[src/rtl/decoder_rll.sv]
// Serial RLL(2,7) decoder: collects channel bits into 4/6/8-bit codewords,
// emits the decoded 2/3/4-bit group and flags bad codewords and (d,k) violations.
module decoder_rll #(
  parameter int MIN_ZERO_RUN = 2,
  parameter int MAX_ZERO_RUN = 7
) (
  input  logic       clk_i,
  input  logic       rst_i,
  input  logic       code_i,
  input  logic       code_valid_i,
  output logic [3:0] data_o,
  output logic [2:0] data_len_o,
  output logic       data_valid_o,
  output logic       code_err_o,
  output logic       rl_err_o
);

  localparam logic [3:0] MinRun = 4'(MIN_ZERO_RUN);
  localparam logic [3:0] MaxRun = 4'(MAX_ZERO_RUN);

  logic [7:0] shift_q;
  logic [3:0] cnt_q;
  logic [3:0] zero_run_q;
  logic       seen_one_q;

  logic [7:0] shift_n;
  logic [3:0] cnt_n;
  logic       hit;
  logic       miss;
  logic [3:0] dec_data;
  logic [2:0] dec_len;
  logic       rl_short;
  logic       rl_long;

  assign shift_n = {shift_q[6:0], code_i};
  assign cnt_n   = cnt_q + 4'd1;

  // The code is prefix-free, so only the prefix completed by this bit is compared.
  always_comb begin
    hit      = 1'b0;
    miss     = 1'b0;
    dec_data = 4'd0;
    dec_len  = 3'd0;
    case (cnt_n)
      4'd4: begin
        case (shift_n[3:0])
          4'b1000: begin hit = 1'b1; dec_data = 4'b0011; dec_len = 3'd2; end
          4'b0100: begin hit = 1'b1; dec_data = 4'b0010; dec_len = 3'd2; end
          default: ;
        endcase
      end
      4'd6: begin
        case (shift_n[5:0])
          6'b100100: begin hit = 1'b1; dec_data = 4'b0010; dec_len = 3'd3; end
          6'b000100: begin hit = 1'b1; dec_data = 4'b0000; dec_len = 3'd3; end
          6'b001000: begin hit = 1'b1; dec_data = 4'b0011; dec_len = 3'd3; end
          default: ;
        endcase
      end
      4'd8: begin
        case (shift_n)
          8'b00100100: begin hit = 1'b1; dec_data = 4'b0010; dec_len = 3'd4; end
          8'b00001000: begin hit = 1'b1; dec_data = 4'b0011; dec_len = 3'd4; end
          default:     miss = 1'b1;
        endcase
      end
      default: ;
    endcase
  end

  // A long run flags only on the step into MAX+1 zeros, so one run yields one pulse.
  assign rl_short = seen_one_q && (zero_run_q < MinRun);
  assign rl_long  = (zero_run_q == MaxRun);

  always_ff @(posedge clk_i) begin
    if (rst_i) begin
      shift_q      <= 8'd0;
      cnt_q        <= 4'd0;
      zero_run_q   <= 4'd0;
      seen_one_q   <= 1'b0;
      data_o       <= 4'd0;
      data_len_o   <= 3'd0;
      data_valid_o <= 1'b0;
      code_err_o   <= 1'b0;
      rl_err_o     <= 1'b0;
    end else begin
      data_valid_o <= 1'b0;
      code_err_o   <= 1'b0;
      rl_err_o     <= 1'b0;
      if (code_valid_i) begin
        if (hit) begin
          data_o       <= dec_data;
          data_len_o   <= dec_len;
          data_valid_o <= 1'b1;
          shift_q      <= 8'd0;
          cnt_q        <= 4'd0;
        end else if (miss) begin
          code_err_o <= 1'b1;
          shift_q    <= 8'd0;
          cnt_q      <= 4'd0;
        end else begin
          shift_q <= shift_n;
          cnt_q   <= cnt_n;
        end
        if (code_i) begin
          rl_err_o   <= rl_short;
          zero_run_q <= 4'd0;
          seen_one_q <= 1'b1;
        end else begin
          rl_err_o <= rl_long;
          if (zero_run_q != 4'd15) zero_run_q <= zero_run_q + 4'd1;
        end
      end
    end
  end

endmodule

[config.mk]
export PLATFORM = sky130hd
export DESIGN_NAME = decoder_rll
export DESIGN_NICKNAME = d
export VERILOG_FILES = /design/src/rtl/decoder_rll.sv
export SDC_FILE = /design/constraint.sdc
export NUM_CORES = 1
export LEC_CHECK = 0
export BUFFER_PORTS_ARGS = -buffer_cell sky130_fd_sc_hd__buf_2
export CORE_ASPECT_RATIO = 1.4
export CORE_MARGIN = 3
export CORE_UTILIZATION = 40
export DETAILED_ROUTE_END_ITERATION = 6
export RECOVER_POWER = 25
export SYNTH_ARGS = -nofsm -noshare
export SYNTH_HDL_FRONTEND = slang
export SYNTH_SLANG_ARGS = --single-unit
[constraint.sdc]
create_clock -name clk_i -period 2 [get_ports clk_i]
set_input_delay 0.2 -clock clk_i [delete_from_list [all_inputs] [get_ports clk_i]]
set_output_delay 0.2 -clock clk_i [all_outputs]
set_load 0.01 [all_outputs]
==> reports/metrics.cfg, run 1 <==
[run_status]
status = complete, no violations

[timing]
finalCritPeriodShare = 0.961
skew_ns = 0.00511
min_period_ns = 1.92
hold_viol = 0
fin_ws_ns = 0.0784
max_freq_mhz = 520
setup_viol = 0
final_max_slew_viol_count = 0

[floorplanning]
rows = 23
dieArea_um2 = 3970
start_util = 0.434
core-area_um2 = 2990
num_io_pins = 14
die_h_um = 73.4
fp.dieW_um = 54.1

[yosys]
syn_area_um2 = 1300
synthArstFlopShare = 0
ys_seq_area_frac = 0.370
synth-main-ff-cell = dfxtp_1
synth_edf_count = 0
yosys_warnings = 0
synth_cell_types = 42
ys_ff_latch = 24
syn_avg_cell_area_um2 = 8.59
syn_inst = 151

[layout]
multi_input_area_um2 = 835
finalInstanceArea_um2 = 1560
layout-drive-gt1-share = 0.246
antenna_cells = 0
seq_area_um2 = 483
fillers = 292
fin_nets = 176
stdcell_count = 204
area_delta_synth_final_pct = 20.5
final_cell_mix = dfxtp_1, a21oi_1, nand2_1, nand3_1, nand2b_1
final_common_cell = dfxtp_1

[worst_hold_path]
hold_class = in -> reg

[setup_path]
path_cells = buf_6 -> inv_4 -> ha_4 -> nor3b_2 -> o21ai_1 -> nor3_2 -> a21oi_1 -> or4b_1 -> mux2i_1
worst_setup_path_start_kind = register
crit_type = reg -> reg
required_ns = 2.20
rrSetupSlack_ns = 0.08
arrival_ns = 2.12
cp-end-kind = register
cp_slowest_cell = or4b_1
worst-path-max-fanout = 3
cpPeakStageDelay_ns = 0.53

[detailed_routing]
drt_iter0_markers = 30
vias = 1115
vias_per_cell = 5.47
drt-wirelength-per-cell_um = 14.0
drtAntennaViolNets = 0
dr.pass1.iters = 4
wl_mm = 2.86
drc = 0

[place]
dp_cells = 196
gp_congestion = 0.867
place_ws_ns = -0.0361
hpwl_mm = 1.96
post_dp_cell_area_um2 = 1390
io_buffers = 11

[clocking]
cts_buffers = 3
cts_root_buffer = clkbuf_8
clk_latency_ns = 0.27
cts_num_sinks = 24
htreeDepth = 1
path_clk_slew_ns = 0.09
tritoncts = built
cts_buffer_depth = 2

[global_route]
overflow = 0
grt_max_degree = 25
antenna_found_initial = 0
grt_pass1_vias = 1058
grtUsageTotal = 0.153
grt_pass1_wl_mm = 4.53

[run]
drv_cap = 0

[power]
power_density_nw_per_um2 = 652
design_power_total_uw = 1020
ir_drop_mv = 0.363
p_leak_uw = 0.000560

[kinds of logic (layout without fill, tap and decap cells)]
kind of cell | Yosys count | after routing | synth area share
AOI/OAI and AO/OA | 35 | 35 | 0.197
xor gates and xnor gates | 2 | 2 | 0.0135
muxes | 2 | 2 | 0.0154
adders and majority gates | 4 | 4 | 0.0386
and+or+nand+nor | 72 | 72 | 0.324
DFF | 24 | 24 | 0.370
buffers and inverters | 11 | 26 | 0.0386
other | 1 | 2 | 0.00289
[worst paths after layout]
check	to	startpoint	cells past startpoint
worst max-delay path	data_o[0]$_SDFFE_PP0P_	cnt_q[1]$_SDFFE_PP0P_	9
worst min-delay path	zero_run_q[3]$_SDFFE_PP0P_	code_i	2
worst min register to register	data_len_o[2]$_SDFFE_PP0P_	data_len_o[2]$_SDFFE_PP0P_	2
worst max register to register	data_o[0]$_SDFFE_PP0P_	cnt_q[1]$_SDFFE_PP0P_	9
[critical path: cells and delay by family, from the launching register on]
kind / cells / cell delay [ns]
and+or+nand+nor: 3 / 0.87
DFF: 1 / 0.35
muxes: 1 / 0.14
adders and majority gates: 1 / 0.13
AOI/OAI and AO/OA: 2 / 0.17
buffers and inverters: 2 / 0.18
[per-stage QoR]
step,utilization,hold slack (ns),setup TNS [ns]
6_report,0.523,0.250,0
5_1_grt,0.523,0.273,-0.0179
4_1_cts,0.492,0.247,0
3_5_place_dp,0.466,0.441,-0.0496
3_3_place_gp,0.466,0.436,0
2_1_floorplan,-,0.371,0
[where the power goes]
part | total (uW) | internal [uW] | switching (uW)
sequential | 497 | 487 | 10.2
combinational | 94.9 | 40.3 | 54.7
clock | 428 | 267 | 160
[cell usage after synthesis, types with 2 or more instances]
cell type | number | area, um2
a211oi_1 | 2 | 15.0
a211oi_4 | 2 | 40.0
a21oi_1 | 20 | 100
a31oi_1 | 3 | 18.8
and2b_2 | 2 | 17.5
buf_4 | 2 | 15.0
clkbuf_1 | 5 | 18.8
dfxtp_1 | 24 | 480
ha_1 | 4 | 50.1
inv_1 | 3 | 11.3
mux2i_1 | 2 | 20.0
nand2_1 | 14 | 52.6
nand2b_1 | 11 | 68.8
nand3_1 | 12 | 60.1
nand3b_1 | 3 | 22.5
nor2_1 | 10 | 37.5
nor3_1 | 4 | 20.0
nor3b_1 | 2 | 15.0
o21ai_0 | 2 | 10.0
or2b_1 | 2 | 15.0
[state kept, by name, summed over array words and instances (netlist names)]
name	count
shift_q	7
cnt_q	4
zero_run_q	4
data_len_o	3
data_o	2
code_err_o	1
data_valid_o	1
rl_err_o	1
seen_one_q	1
[layer usage]
layer / GRT usage / routed length (um) / vias up / share of wire
met1: 0.163 / 1220 / 536 / 0.43
met5: 0 / 0 / - / 0
met4: 0.0720 / 34 / 0 / 0.012
met2: 0.276 / 1510 / 19 / 0.53
li1: - / - / 556 / -
met3: 0.0284 / 97 / 4 / 0.034
[layout make-up]
cell class                 instances  area share
timing repair buffer              19      0.0736
inverter                           3     0.00880
sequential                        24       0.309
clock inverter                     1      0.0192
tap                               37      0.0296
multi-input combinational        117       0.534
clock buffer                       3      0.0264
[what timing repair did]
action | CTS | global route
endpoints found under the setup margin | 2 | 12
resized for setup | 1 | 17
hold buffers | 0 | 0
setup buffers | 0 | 4
pin swaps | 1 | 6
Power figures use the tool's default switching activity.
==> inputs of run 2 (changes only) <==
--- a/config.mk
+++ b/config.mk
@@ -6,7 +6,6 @@
 export NUM_CORES = 1
 export LEC_CHECK = 0
 export BUFFER_PORTS_ARGS = -buffer_cell sky130_fd_sc_hd__buf_2
-export CORE_ASPECT_RATIO = 1.4
 export CORE_MARGIN = 3
 export CORE_UTILIZATION = 40
 export DETAILED_ROUTE_END_ITERATION = 6
==> run 2 against run 1 <==
Effect of this change: combinational power shrank 15%; total power is 23% lower; clock-buffer cell count stayed put; core utilization is 5.3 points lower; sequential power barely moved; register-to-register slack improved by 0.05 ns; largest power group unchanged.
==> reports/metrics.cfg, run 2 (synthesis gave the netlist of run 1 again) <==
[run_status]
status = complete, no violations

[clocking]
cts_buffer_depth = 2  ; unchanged
tritoncts = built
htreeDepth = 1  ; unchanged
cts_num_sinks = 24  ; unchanged
cts_buffers = 3  ; unchanged
cts_root_buffer = clkbuf_4
path_clk_slew_ns = 0.13  ; +0.04 ns
clk_latency_ns = 0.31  ; +0.04 ns

[run]
drv_cap = 0  ; unchanged

[timing]
final_max_slew_viol_count = 0  ; unchanged
setup_viol = 0  ; unchanged
max_freq_mhz = 535  ; +2.7%
min_period_ns = 1.87  ; -0.0514 ns
worstMarginPinSlew_ns = 0.637
max_slew_margin = 0.575
skew_ns = 0.0130  ; +0.00794 ns
finalCritPeriodShare = 0.935  ; -0.0257
hold_viol = 0  ; unchanged

[place]
io_buffers = 11  ; unchanged
gp_congestion = 0.826  ; -4.7%
hpwl_mm = 1.87  ; -4.6%
dp_cells = 204  ; +4.1%
post_dp_cell_area_um2 = 1410  ; +1.2%

[layout]
largest_register = shift_q
largestRegisters = shift_q x7, cnt_q x4, zero_run_q x4
stdcell_count = 209  ; +2.5%
antenna_cells = 0  ; unchanged
largest_reg_flops = 7  ; unchanged
area_delta_synth_final_pct = 11.3
layout-drive-gt1-share = 0.182  ; -0.0637
finalInstanceArea_um2 = 1440  ; -7.7%
final_cell_mix = dfxtp_1, a21oi_1, nand2_1, nand3_1, nand2b_1
fin_nets = 175  ; -0.57%
final_common_cell = dfxtp_1

[setup_path]
arrival_ns = 2.08  ; -0.04 ns
cp-end-kind = register
worst-path-max-fanout = 4  ; +1
critPathLaunch = cnt_q[1]$_SDFFE_PP0P_
path_cells = buf_4 -> inv_1 -> ha_1 -> buf_4 -> o2111ai_2 -> a211oi_4 -> nand2_1 -> a21oi_1 -> a211oi_2
required_ns = 2.21  ; about the same
path_common_cell = buf_4
worst_setup_path_start_kind = register
r2r_start = cnt_q[1]$_SDFFE_PP0P_
cp_slowest_cell = a211oi_4
crit_type = reg -> reg
cpPeakStageDelay_ns = 0.37  ; -0.16 ns

[floorplanning]
start_util = 0.422  ; -0.0120
fp.dieW_um = 63.0  ; +16%
rows = 20  ; -13%
dieArea_um2 = 3960  ; -0.24%
die_h_um = 63.0  ; -14%
num_io_pins = 14  ; unchanged
core-area_um2 = 3080  ; +2.8%

[global_route]
grt_pass1_vias = 1000  ; -5.5%
grtUsageTotal = 0.135  ; -0.0179
grt_max_degree = 25  ; unchanged
antenna_found_initial = 0  ; unchanged
grt_pass1_wl_mm = 4.39  ; -3.2%
overflow = 0  ; unchanged

[worst_hold_path]
timing.hold.worst.start = code_i
hold_class = in -> reg

[detailed_routing]
drt-wirelength-per-cell_um = 12.3  ; -12%
drc = 0  ; unchanged
dr.pass1.iters = 4  ; unchanged
top_layer = met4
wl_met1_mm = 1.25  ; +3.0%
dr_wl_met2_mm = 1.24  ; -18%
vias_per_cell = 5.07  ; -7.2%
drtAntennaViolNets = 0  ; unchanged
wl_mm = 2.57  ; -10%
vias = 1060  ; -4.9%
route.met3.wl_um = 45  ; -54%
drt_iter0_markers = 25  ; -17%

[power]
p_leak_uw = 0.000520  ; -7.1%
ir_drop_mv = 0.280  ; -23%
power_density_nw_per_um2 = 546  ; -16%
design_power_total_uw = 788  ; -23%

==> run 2: cell types whose count changed in the layout (fill, tap and decap cells not counted), moves of 2 or more <==
cell,change
buf_6,-2
clkbuf_4,+3
clkbuf_8,-3
dfxtp_1,+2
dfxtp_2,-2
ha_1,+2
ha_4,-3
==> run 2: worst paths after layout <==
| kind | cells past startpoint | slack, ns | endpoint |
|---|---|---|---|
| setup reg to reg | 9 | 0.13 | data_o[1]$_SDFFE_PP0P_ |
| hold reg to reg | 2 | 0.47 | data_len_o[1]$_SDFFE_PP0P_ |
| hold / removal | 2 | 0.20 | zero_run_q[3]$_SDFFE_PP0P_ |
| setup / recovery | 9 | 0.13 | data_o[1]$_SDFFE_PP0P_ |
==> run 2: area by class of cell <==
class                      count  area, um2
timing repair buffer          18       96.3
inverter                       3       11.3
fill                         301       1630
clock buffer                   3       22.5
multi-input combinational    117        778
tap                           44       55.1
sequential                    24        480
==> run 2: what timing repair did <==
| action | 4_1_cts | 5_1_grt |
|---|---|---|
| setup buffers | 0 | 2 |
| resized for setup | 0 | 2 |
| endpoints found under the setup margin | 0 | 12 |
| hold buffers | 0 | 0 |
==> run 2: where the power goes <==
part	switching (uW)	internal [uW]	total (uW)
sequential	8.61	487	496
clock	141	70.4	211
combinational	48.5	32.1	80.7
total	198	590	788
==> run 2: per-stage QoR <==
stage / util / hold slack, ns / setup slack [ns] / setup TNS (ns)
CTS: 0.465 / 0.194 / 0.0149 / 0
detailed placement: 0.458 / 0.458 / 0.0187 / 0
global placement: 0.458 / 0.437 / 0.115 / 0
finish: 0.469 / 0.203 / 0.130 / 0
floorplan: - / 0.371 / 0.132 / 0
global route: 0.469 / 0.205 / -0.00928 / -0.0108
==> run 2: metal layers <==
metal | track usage | up-vias
met3 | 0.0234 | 4
met5 | 0 | -
met1 | 0.177 | 497
met4 | 0.0579 | 0
met2 | 0.216 | 10
li1 | - | 549
==> run 2: worst max-delay path, delay by kind of cell, from the launching register on <==
kind / cells / cell delay [ns]
buffers and inverters: 3 / 0.34
AOI/OAI and AO/OA: 4 / 0.74
DFF: 1 / 0.35
adders and majority gates: 1 / 0.18
and+or+nand+nor: 1 / 0.16
==> inputs of run 3 (changes only) <==
--- a/config.mk
+++ b/config.mk
@@ -6,9 +6,13 @@
 export NUM_CORES = 1
 export LEC_CHECK = 0
 export BUFFER_PORTS_ARGS = -buffer_cell sky130_fd_sc_hd__buf_2
+export CELL_PAD_IN_SITES_DETAIL_PLACEMENT = 1
+export CELL_PAD_IN_SITES_GLOBAL_PLACEMENT = 1
 export CORE_MARGIN = 3
-export CORE_UTILIZATION = 40
+export CORE_UTILIZATION = 39
 export DETAILED_ROUTE_END_ITERATION = 6
+export MAX_ROUTING_LAYER = met4
+export PLACE_DENSITY_LB_ADDON = 0.1
 export RECOVER_POWER = 25
 export SYNTH_ARGS = -nofsm -noshare
 export SYNTH_HDL_FRONTEND = slang
==> run 3 against run 2 <==
Effect of this change: sequential share of layout area fell by 1.1 points; first-iteration DRC count rose by 88%; clock-buffer cell count did not move; clock power rose by 69%; core utilization rose by 1.4 points; non-clock buffer count rose by 1; global-route usage rose by 2.8 points; critical path depth fell by 1; via count rose by 2.0%; highest routed layer unchanged; hold slack got worse by 0.0049 ns; sequential power barely moved.
==> reports/metrics.cfg, run 3 (synthesis gave the netlist of run 1 again) <==
[worst_hold_path]
holdPathStages = 2  ; unchanged
timing.hold.worst.start = code_i
hold_class = in -> reg

[clocking]
cts_buffer_depth = 2  ; unchanged
cts_num_sinks = 24  ; unchanged
hold_buffers = 0  ; unchanged
path_clk_slew_ns = 0.14  ; about the same
cts_buffers = 3  ; unchanged
htreeDepth = 1  ; unchanged
cts_root_buffer = clkbuf_4
tritoncts = built
clk_latency_ns = 0.32  ; about the same

[timing]
finalSetupTns_ns = 0  ; unchanged
rsz0062_at_grt = yes
finalCritPeriodShare = 0.958  ; +0.0230
setup_viol = 0  ; unchanged
final_max_slew_viol_count = 0  ; unchanged
skew_ns = 0.00138  ; -0.0117 ns
max_freq_mhz = 522  ; -2.4%
hold_viol = 0  ; unchanged
holdWs_ns = 0.198  ; -0.00485 ns
min_period_ns = 1.92  ; +0.0459 ns

[layout]
stdcell_count = 211  ; +0.96%
fillers = 407  ; +35%
largest_register = shift_q
layout-drive-gt1-share = 0.228  ; +0.0457
seq_area_um2 = 483  ; +0.52%
final_common_cell = dfxtp_1
multi_input_area_um2 = 790  ; +1.4%
finalInstanceArea_um2 = 1500  ; +3.8%
fin_nets = 176  ; +0.57%
area_delta_synth_final_pct = 15.5
largestRegisters = shift_q x7, cnt_q x4, zero_run_q x4
antenna_cells = 0  ; unchanged
largest_reg_flops = 7  ; unchanged
final_cell_mix = dfxtp_1, a21oi_1, nand2_1, nand3_1, nand2b_1

[setup_path]
required_ns = 2.25  ; +0.04 ns
worst-path-max-fanout = 6  ; +2
arrival_ns = 2.17  ; +0.09 ns
r2r_start = cnt_q[1]$_SDFFE_PP0P_
crit_type = reg -> reg
worstReg2RegEnd = cnt_q[1]$_SDFFE_PP0P_
worst_setup_path_start_kind = register
endpoint = cnt_q[1]$_SDFFE_PP0P_
rrSetupSlack_ns = 0.08  ; -0.05 ns
cp-end-kind = register
critPathLaunch = cnt_q[1]$_SDFFE_PP0P_
r2r_cells = 8  ; -1

[global_route]
grtUsageTotal = 0.163  ; +0.0277
grt_max_degree = 25  ; unchanged
grt_pass1_wl_mm = 5.14  ; +17%
antenna_found_initial = 0  ; unchanged
overflow = 0  ; unchanged
grt_pass1_vias = 1117  ; +12%

[power]
sw_frac_of_total = 0.227  ; -0.0248
p_int_uw = 724  ; +23%
p_leak_uw = 0.000544  ; +4.6%
design_power_total_uw = 936  ; +19%
comb_power_share = 0.089  ; -0.013
switchingPower_uw = 212  ; +7.1%
power.share.clock = 0.380  ; +0.112
ir_drop_mv = 0.305  ; +8.8%
power_density_nw_per_um2 = 625  ; +14%
power_frac_seq = 0.531  ; -0.098

[detailed_routing]
drt-wirelength-per-cell_um = 14.1  ; +15%
vias_per_cell = 5.12  ; +1.0%
vias = 1081  ; +2.0%
drtAntennaViolNets = 0  ; unchanged
dr.pass1.iters = 4  ; unchanged
drt_iter0_markers = 47  ; +88%
drc = 0  ; unchanged
wl_mm = 2.97  ; +16%

[floorplanning]
dieArea_um2 = 4060  ; +2.3%
start_util = 0.418  ; -0.00340
die_h_um = 63.7  ; +1.2%
fp.dieW_um = 63.7  ; +1.2%
core-area_um2 = 3100  ; +0.81%
num_io_pins = 14  ; unchanged
rows = 20  ; unchanged

[place]
io_buffers = 11  ; unchanged
gp_congestion = 0.783  ; -5.2%
hpwl_mm = 2.17  ; +16%
post_dp_cell_area_um2 = 1410  ; unchanged
dp_cells = 204  ; unchanged

[run]
drv_cap = 0  ; unchanged

[run_status]
status = complete, no violations

-- run 3: worst max-delay path, stage by stage, from the launching register on --
cell and delay [ns]:
dfxtp_2 0.38, ha_2 0.23, and2b_2 0.27, a211oi_4 0.30
a211oi_4 0.11, a21oi_2 0.18, buf_4 0.16, nand3b_1 0.07
a21oi_1 0.15
-- run 3: power by group through the flow --
stage                     clock (uW)  sequential [uW]  combinational, uW
after floorplan                    0              507               58.7
after global placement             0              507               79.0
after detailed placement           0              507               82.9
after CTS                        367              497               83.3
after global routing             391              500               93.1
final                            356              497               83.3
-- run 3: per-layer routing --
layer / vias up / part of all wire / GRT usage
met5: - / 0 / -
met4: 0 / 0.012 / 0.0377
met3: 4 / 0.026 / 0.0446
met2: 13 / 0.48 / 0.274
met1: 511 / 0.48 / 0.192
li1: 553 / - / -
-- run 3: how the worst min path moves through the flow --
stage,end,slack (ns)
2_1_floorplan,data_valid_o$_SDFF_PP0_,0.37
3_3_place_gp,data_len_o[2]$_SDFFE_PP0P_,0.44
3_5_place_dp,data_len_o[2]$_SDFFE_PP0P_,0.45
4_1_cts,zero_run_q[3]$_SDFFE_PP0P_,0.18
5_1_grt,zero_run_q[3]$_SDFFE_PP0P_,0.20
6_report,zero_run_q[3]$_SDFFE_PP0P_,0.20
-- run 3: layout make-up --
cell class,count,area share
sequential,24,0.322
timing repair buffer,19,0.0718
clock buffer,3,0.0150
tap,44,0.0367
clock inverter,1,0.0200
inverter,3,0.00751
multi-input combinational,117,0.527
-- run 3: per-stage QoR --
step / utilization / setup WS, ns
floorplan: - / 0.132
global placement: 0.454 / 0.0740
detailed placement: 0.454 / 0.0146
CTS: 0.474 / 0.0219
global route: 0.483 / -0.0315
finish: 0.483 / 0.0839
-- run 3: timing repair --
item	CTS	global route
pin swaps	1	2
endpoints found under the setup margin	8	14
setup buffers	0	3
gates cloned	0	0
gates resized for setup	2	5
